File: src/rtl/cpu_pkg.sv
// cpu_pkg: opcodes shared with the ALU, sequencer state encoding and instruction field positions
package cpu_pkg;
  localparam logic [3:0] OP_NOP = 4'h0, OP_WRITE = 4'h1, OP_READ = 4'h2, OP_COPY = 4'h3;
  localparam logic [3:0] OP_NOT = 4'h4, OP_AND = 4'h5, OP_OR = 4'h6, OP_XOR = 4'h7;
  localparam logic [3:0] OP_NAND = 4'h8, OP_NOR = 4'h9, OP_ADD = 4'hA, OP_SUB = 4'hB;
  localparam logic [3:0] OP_ADDI = 4'hC, OP_SUBI = 4'hD, OP_LSHIFT = 4'hE, OP_RSHIFT = 4'hF;
  localparam int OPC_LSB = 8;
  localparam int RD_LSB = 6;
  localparam int RS_LSB = 4;
  localparam int IMM_LSB = 0;
  typedef enum logic [2:0] {
    S_IDLE, S_FETCH, S_DECODE, S_EXECUTE, S_WRITEBACK, S_DONE, S_ERROR
  } state_t;
endpackage

File: src/rtl/instr_decode.sv
// instr_decode: opcode to operand-select and writeback class flags
module instr_decode
  import cpu_pkg::*;
(
  input  logic [3:0] opcode,
  output logic       op2_sel,
  output logic       writes_reg,
  output logic       is_read,
  output logic       is_arith
);
  assign op2_sel = opcode inside {OP_WRITE, OP_ADDI, OP_SUBI, OP_LSHIFT, OP_RSHIFT};
  assign is_read = opcode == OP_READ;
  assign writes_reg = !(opcode inside {OP_NOP, OP_READ});
  assign is_arith = opcode inside {OP_ADD, OP_SUB, OP_ADDI, OP_SUBI};
endmodule

File: src/rtl/alu_sequencer.sv
// alu_sequencer: fetch/decode/execute/writeback sequencer driving an external ALU and register file
module alu_sequencer
  import cpu_pkg::*;
#(
  parameter int PC_W = 4,
  parameter bit HALT_ON_OVF = 1
) (
  input  logic            clk,
  input  logic            rst,
  input  logic            start,
  input  logic [PC_W-1:0] prog_len,
  output logic [PC_W-1:0] instr_addr,
  input  logic [11:0]     instr_data,
  output logic [3:0]      alu_op,
  output logic            execute_st,
  output logic            overflow_st,
  output logic [1:0]      rd_addr1,
  output logic [1:0]      rd_addr2,
  output logic            op2_sel,
  output logic [3:0]      imm,
  input  logic            alu_overflow,
  output logic            wr_en,
  output logic [1:0]      wr_addr,
  output logic            rd_valid,
  output logic            busy,
  output logic            done,
  output logic            error
);
  state_t state;
  logic [PC_W-1:0] pc, last;
  logic [11:0] ir;
  logic sel_imm, writes_reg, is_read, is_arith, abort, ex, wb;
  instr_decode u_dec (
    .opcode(ir[OPC_LSB+:4]),
    .op2_sel(sel_imm),
    .writes_reg(writes_reg),
    .is_read(is_read),
    .is_arith(is_arith)
  );
  assign abort = HALT_ON_OVF && alu_overflow && is_arith;
  assign ex = state == S_EXECUTE;
  assign wb = state == S_WRITEBACK;
  always_ff @(posedge clk) begin
    if (rst) begin
      state <= S_IDLE;
      pc <= '0;
      last <= '0;
      ir <= '0;
    end else begin
      case (state)
        S_IDLE: if (start) begin
          last <= prog_len;
          state <= S_FETCH;
        end
        S_FETCH: state <= S_DECODE;
        S_DECODE: begin
          ir <= instr_data;
          state <= S_EXECUTE;
        end
        S_EXECUTE: state <= S_WRITEBACK;
        // compare before increment so the last address never wraps pc
        S_WRITEBACK: if (abort) state <= S_ERROR;
          else if (pc == last) state <= S_DONE;
          else begin
            pc <= pc + 1'b1;
            state <= S_FETCH;
          end
        S_DONE: begin
          pc <= '0;
          state <= S_IDLE;
        end
        default: state <= S_ERROR;
      endcase
    end
  end
  // every output is forced low while rst is high, including the cycle it is first seen
  assign instr_addr = rst ? '0 : pc;
  assign alu_op = (!rst && (ex || wb)) ? ir[OPC_LSB+:4] : 4'h0;
  assign execute_st = !rst && ex;
  assign overflow_st = !rst && ex;
  assign rd_addr1 = rst ? 2'b0 : ir[RD_LSB+:2];
  assign rd_addr2 = rst ? 2'b0 : ir[RS_LSB+:2];
  assign wr_addr = rd_addr1;
  assign imm = rst ? 4'h0 : ir[IMM_LSB+:4];
  assign op2_sel = !rst && sel_imm;
  assign wr_en = !rst && wb && writes_reg && !abort;
  assign rd_valid = !rst && wb && is_read;
  assign busy = !rst && state != S_IDLE;
  assign done = !rst && state == S_DONE;
  assign error = !rst && state == S_ERROR;
endmodule

File: config.mk
export PLATFORM = sky130hd
export DESIGN_NAME = alu_sequencer
export DESIGN_NICKNAME = d
export VERILOG_FILES = /design/src/rtl/cpu_pkg.sv /design/src/rtl/instr_decode.sv /design/src/rtl/alu_sequencer.sv
export SDC_FILE = /design/constraint.sdc
export NUM_CORES = 1
export LEC_CHECK = 0
export BUFFER_PORTS_ARGS = -buffer_cell sky130_fd_sc_hd__buf_2
export CORE_ASPECT_RATIO = 1.5
export CORE_MARGIN = 2
export CORE_UTILIZATION = 43
export CTS_CLUSTER_DIAMETER = 30
export CTS_CLUSTER_SIZE = 10
export DETAILED_ROUTE_END_ITERATION = 10
export PLACE_DENSITY = 0.84
export RECOVER_POWER = 100
export SLEW_MARGIN = 5
export SYNTH_ARGS = -nofsm -noshare
export SYNTH_HDL_FRONTEND = slang
export SYNTH_SLANG_ARGS = --single-unit
File: constraint.sdc
create_clock -name clk -period 1.5 [get_ports clk]
set_clock_uncertainty 0.1 [all_clocks]
set_input_delay 0.375 -clock clk [delete_from_list [all_inputs] [get_ports clk]]
set_output_delay 0.375 -clock clk [all_outputs]
set_load 0.005 [all_outputs]
; ---- Word level (Yosys, flattened, before mapping)
; Index checks and enable logic that the tools add are counted.
[classes]
n_eq_ne = 18
n_addsub = 1
n_reduce_logical = 24
muxes = 12
[ops]
columns = cell, n
row1 = $eq A4 B4 Y1 const B, 6
row2 = $mux W4, 5
row3 = $pmux W3 S6, 1
row4 = $logic_and A1 B1 Y1, 11
row5 = $eq A3 B3 Y1 const B, 3
row6 = $mux W3, 3
row7 = $pmux W4 S2, 1
row8 = $eq A3 B2 Y1 const B, 2
row9 = $ne A2 B2 Y1 const B, 3
row10 = $reduce_bool A5 Y1, 1
row11 = $add A4 B1 Y4 const B, 1
row12 = $eq A4 B1 Y1 const B, 1
row13 = $eq A4 B2 Y1 const B, 1
row14 = $eq A4 B4 Y1, 1
row15 = $logic_not A4 Y1, 1
row16 = $mux W2, 2
row17 = $reduce_bool A2 Y1, 2
row18 = $reduce_bool A4 Y1, 1
row19 = $eq A3 B1 Y1 const B, 1
row20 = $logic_not A1 Y1, 3
row21 = $logic_not A3 Y1, 1
row22 = $reduce_and A3 Y1, 1
row23 = $reduce_bool A3 Y1, 1
row24 = $reduce_and A2 Y1, 1
row25 = $logic_or A1 B1 Y1, 1
[word_totals]
elab_cells = 59
input_bits = 20
register_bits = 23

; ---- Longest topological paths before layout
[depth]
word_depth = 5
mapped_depth = 6
mapped_depth_nobuf = 4

; ---- By module
; Synthesis repeated with hierarchy kept, for this count alone.
[hier_totals]
cells_unflattened = 146
area_unflattened_um2 = 1248.7
[modules_own_cells]
columns = module, cells_per_inst, seq_area_each_um2, area_per_inst_um2, instances
row1 = alu_sequencer, 139, 460.4, 1193.6, 1
row2 = instr_decode, 7, 0.0, 55.1, 1

; ---- Worst setup path after synthesis
; Ideal clock, no wire load.
[synth_path]
kind = input-to-output
startpoint = in rst
endpoint = out overflow_st
slack_ns = -0.214
cell_stages = 4
required_ns = 1.025
arrival_time_ns = 1.239
cell_sequence = clkbuf_1 > clkbuf_1 > nor4_1 > buf_4
[synth_via]
elab_chain_len = 2
[synth_rtl]
columns = item, line
row1 = start: declaration, alu_sequencer.sv:9  ; input logic rst,
row2 = $logic_not A1 Y1, -
row3 = $logic_and A1 B1 Y1, -
row4 = end: declaration, alu_sequencer.sv:16  ; output logic overflow_st,
; Every way passes these cells.

; ---- Worst setup path in the final report
[layout_path]
startpoint = reg state[1]
endpoint = out alu_op[3]
[layout_via]
elab_chain_len = 4
[layout_rtl]
columns = item, line
row1 = start: declaration, alu_sequencer.sv:29  ; state_t state;
row2 = start signal: assignment, alu_sequencer.sv:45  ; state <= S_IDLE;
row3 = start signal: assignment, alu_sequencer.sv:53  ; state <= S_FETCH;
row4 = start signal: assignment, alu_sequencer.sv:55  ; S_FETCH: state <= S_DECODE;
row5 = $eq A3 B2 Y1 / $eq A3 B3 Y1 (equally long branches), "alu_sequencer.sv:41, alu_sequencer.sv:42"
row6 = $logic_or A1 B1 Y1 *, alu_sequencer.sv:78  ; assign alu_op = (!rst && (ex || wb)) ? ir[OPC_LSB+:4] : 4'h0;
row7 = $logic_and A1 B1 Y1 *, alu_sequencer.sv:78
row8 = $mux W4 *, alu_sequencer.sv:78
row9 = end: declaration, alu_sequencer.sv:14  ; output logic [3:0] alu_op,
; Mark *: on every way between the ends. The rest lies on a longest branch, timed or not.

==> impl_metrics.prom <==
# TYPE chip_impl_metric gauge
chip_impl_metric{name="place_hpwl",unit="mm"} 2.48
chip_impl_metric{name="viasPerCell",unit=""} 5.47
chip_impl_metric{name="grt_pass1_vias",unit=""} 1462
chip_impl_metric{name="worst_reg2reg_path_depth",unit=""} 6
chip_impl_metric{name="synth.avg_cell_area",unit="um2"} 7.81
chip_impl_info{name="endpoint_of_the_worst_hold_path",value="ir[10]"} 1
chip_impl_metric{name="worst_slack",unit="ns"} -0.491
chip_impl_metric{name="num_rows",unit=""} 23
chip_impl_metric{name="timing.max_cap.violations",unit=""} 0
chip_impl_metric{name="max_clock_freq",unit="MHz"} 502
chip_impl_info{name="worstHoldStart",value="instr_data[10]"} 1
chip_impl_info{name="result_of_the_run",value="finished with violations"} 1
chip_impl_info{name="yosys-top-cells-count",value="30 x sky130_fd_sc_hd__nand2_1, 23 x sky130_fd_sc_hd__dfxtp_1, 17 x sky130_fd_sc_hd__a21oi_1"} 1
chip_impl_metric{name="globalRouteTotalUtil",unit=""} 0.263
chip_impl_metric{name="totalWireLength",unit="mm"} 4.77
chip_impl_metric{name="effective_utilization_at_floorplan",unit=""} 0.459
chip_impl_metric{name="io-pin-count",unit=""} 46
chip_impl_metric{name="synth_cell_types",unit=""} 38
chip_impl_info{name="synthMostInstantiatedCell",value="sky130_fd_sc_hd__nand2_1"} 1
chip_impl_metric{name="synth_sequential_area_ratio",unit=""} 0.371
chip_impl_info{name="synth_area_leaders",value="sky130_fd_sc_hd__dfxtp_1 37%, sky130_fd_sc_hd__nand2_1 9.1%, sky130_fd_sc_hd__a21oi_1 6.9%"} 1
chip_impl_metric{name="finalInstanceArea",unit="um2"} 2180
chip_impl_metric{name="die_width",unit="um"} 47.9
chip_impl_metric{name="synth-seq-cells",unit=""} 23
chip_impl_metric{name="cts_max_path_buffers",unit=""} 2
chip_impl_metric{name="final_core_utilization",unit=""} 0.805
chip_impl_metric{name="drcViolationCount",unit=""} 0
chip_impl_metric{name="layout-drive-gt1-share",unit=""} 0.617
chip_impl_metric{name="p_leak",unit="nW"} 0.971
chip_impl_metric{name="wl_per_cell",unit="um"} 17.2
chip_impl_metric{name="power.ir.vdd_worst",unit="V"} 0.000710
chip_impl_metric{name="synth_area",unit="um2"} 1240
chip_impl_metric{name="worst_pin_slew",unit="ns"} 0.327
chip_impl_metric{name="area_of_the_die",unit="um2"} 3340
chip_impl_metric{name="finalMaxSlewViolations",unit=""} 0
chip_impl_info{name="synth-main-ff-cell",value="sky130_fd_sc_hd__dfxtp_1"} 1
chip_impl_metric{name="synthToLayoutAreaGrowth",unit="%"} 75.4
chip_impl_info{name="critical_path.reg2reg.startpoint",value="pc[1]"} 1
chip_impl_metric{name="antennaDiodeCount",unit=""} 0
chip_impl_info{name="ctsRootBufferMaster",value="sky130_fd_sc_hd__clkbuf_8"} 1
chip_impl_metric{name="die-height",unit="um"} 69.8
chip_impl_metric{name="placement.cell_area",unit="um2"} 1680
chip_impl_metric{name="postCtsHoldBufs",unit=""} 0
chip_impl_metric{name="setup_viol",unit=""} 34
chip_impl_metric{name="initial_drt_markers",unit=""} 69
chip_impl_metric{name="grt_start_max_net_pins",unit=""} 14
chip_impl_metric{name="worst_setup_hold_path_clk_slew",unit="ns"} 0.08
chip_impl_metric{name="route.vias.total",unit=""} 1516
chip_impl_metric{name="relSlewSlack",unit=""} 0.780
chip_impl_metric{name="clkLatencyLatePin",unit="ns"} 0.27
chip_impl_metric{name="hold-path-cell-count",unit=""} 3
chip_impl_metric{name="crit_fanout",unit=""} 4
chip_impl_info{name="setup.worst_path.class",value="reg -> out"} 1
chip_impl_info{name="worstHoldPathType",value="in -> reg"} 1
chip_impl_metric{name="power-per-cell-area",unit="nW/um2"} 802
chip_impl_metric{name="synth-edff-count",unit=""} 0
chip_impl_metric{name="design.core.area",unit="um2"} 2710
chip_impl_info{name="r2r_end",value="pc[1]"} 1
chip_impl_metric{name="final_wtd_congestion",unit=""} 0.872
chip_impl_metric{name="synth_fp_nets",unit=""} 180
chip_impl_metric{name="tritoncts_num_sinks",unit=""} 23
chip_impl_metric{name="nNetsFinal",unit=""} 262
chip_impl_metric{name="internal_reg_to_reg_setup_slack",unit="ns"} -0.17
chip_impl_metric{name="final_antenna_net_count",unit=""} 0
chip_impl_info{name="failing_checks",value="setup timing"} 1
chip_impl_metric{name="async_flop_share",unit=""} 0
chip_impl_metric{name="final_critical_delay_including_setup_and_external_delays",unit="ns"} 1.99
chip_impl_metric{name="drt_first_pass_iters",unit=""} 4
chip_impl_metric{name="total_of_warnings_raised_by_yosys",unit=""} 0
chip_impl_metric{name="cts_max_level",unit=""} 1
chip_impl_metric{name="portBuffers",unit=""} 45
chip_impl_metric{name="period_share",unit=""} 1.33
chip_impl_info{name="setup.worst_path.start_class",value="flop"} 1
chip_impl_metric{name="synth.top_cell.area_share",unit=""} 0.371
chip_impl_info{name="rsz_0062_raised_after_global_routing",value="true"} 1
chip_impl_metric{name="grt_overflow_total",unit=""} 0
chip_impl_metric{name="cp.arrival",unit="ns"} 1.52
chip_impl_metric{name="hold_violations",unit=""} 0
chip_impl_metric{name="antenna_found_initial",unit=""} 0
chip_impl_info{name="cp-end-kind",value="output port"} 1
chip_impl_metric{name="tritoncts.num_buffers",unit=""} 3
chip_impl_info{name="synthDominantAreaCellType",value="sky130_fd_sc_hd__dfxtp_1"} 1
chip_impl_info{name="tritoncts_clock_tree",value="done"} 1
chip_impl_metric{name="required",unit="ns"} 1.02
chip_impl_metric{name="grt_first_pass_wirelength",unit="mm"} 6.53
chip_impl_metric{name="placement_setup_slack",unit="ns"} -0.139
chip_impl_metric{name="netlist_instances",unit=""} 159
[metrics by stage]
stage | power (W) | cells | hold WS [ns] | setup TNS [ns]
2_1_floorplan | 0.000945 | 159 | 0.332 | -0.332
3_3_place_gp | 0.00110 | 255 | 0.332 | -1.07
3_5_place_dp | 0.00111 | 255 | 0.339 | -1.23
4_1_cts | 0.00160 | 270 | 0.227 | -3.55
5_1_grt | 0.00181 | 277 | 0.240 | -6.89
6_report | 0.00175 | 277 | 0.223 | -5.49
[critical path, cell delays in order (launching register included)]
cell and delay, ns:
sky130_fd_sc_hd__dfxtp_2 0.35, sky130_fd_sc_hd__inv_2 0.04, sky130_fd_sc_hd__or3_4 0.39, sky130_fd_sc_hd__a21oi_4 0.17
sky130_fd_sc_hd__and2_1 0.18, sky130_fd_sc_hd__buf_2 0.12
[worst max-delay path by stage]
stage                         from         to  slack, ns  depth (start not counted)
after floorplan           state[2]  alu_op[2]      -0.08                          4
after CTS                 state[1]  alu_op[1]      -0.42                          5
after global placement    state[0]  alu_op[2]      -0.13                          5
final                     state[1]  alu_op[3]      -0.49                          5
after global routing      state[1]  alu_op[3]      -0.55                          5
after detailed placement  state[0]  alu_op[2]      -0.14                          5
[cell type report]
cell class / instances / area (um2)
clock inverters: 1 / 5.00
multi-input cells: 119 / 892
well taps: 37 / 46.3
flip-flops and latches: 23 / 494
repair buffers: 91 / 684
fillers: 155 / 528
inverters: 3 / 13.8
clock buffers: 3 / 41.3
[registers in the layout, indices dropped and copies added (netlist names)]
signal	count
ir	12
last	4
pc	4
state	3
[where the power goes]
group | switching, W | internal (W)
sequential | 0.0000482 | 0.000656
combinational | 0.000311 | 0.000332
clock | 0.000212 | 0.000186
total | 0.000571 | 0.00117
[placed cells by master (no fill, tap or decap), drive strengths merged, types with 2 or more instances in the layout]
cell     n
and4     2
nor2    10
inv      3
nand2   30
nor3     6
a21oi   17
nor4     3
or3      3
nor2b   13
and2     5
mux2i    4
o21ai    3
buf     90
xor2     5
clkbuf   3
and3     2
dfxtp   23
nand3    3
[kinds of logic after synthesis]
logic type,count (synthesis),synth area share
xor+xnor,5,0.0353
mux,4,0.0323
fa+ha+maj,1,0.0101
simple gates,81,0.347
flops,23,0.371
compound gates,28,0.136
buf+inv,17,0.0685
[repair_timing]
| action | in CTS | in global routing |
|---|---|---|
| gates resized for setup | 45 | 33 |
| pin swaps | 18 | 7 |
| setup endpoints to repair | 29 | 39 |
| cloned | 1 | 0 |
| setup buffers | 11 | 10 |
[layer usage]
layer | GRT usage | vias up | routed length [um]
li1 | - | 696 | -
met1 | 0.324 | 734 | 1810
met2 | 0.418 | 63 | 2560
met3 | 0.0495 | 23 | 221
met4 | 0.123 | 0 | 180
met5 | 0 | - | 0
Power figures use the tool's default switching activity.
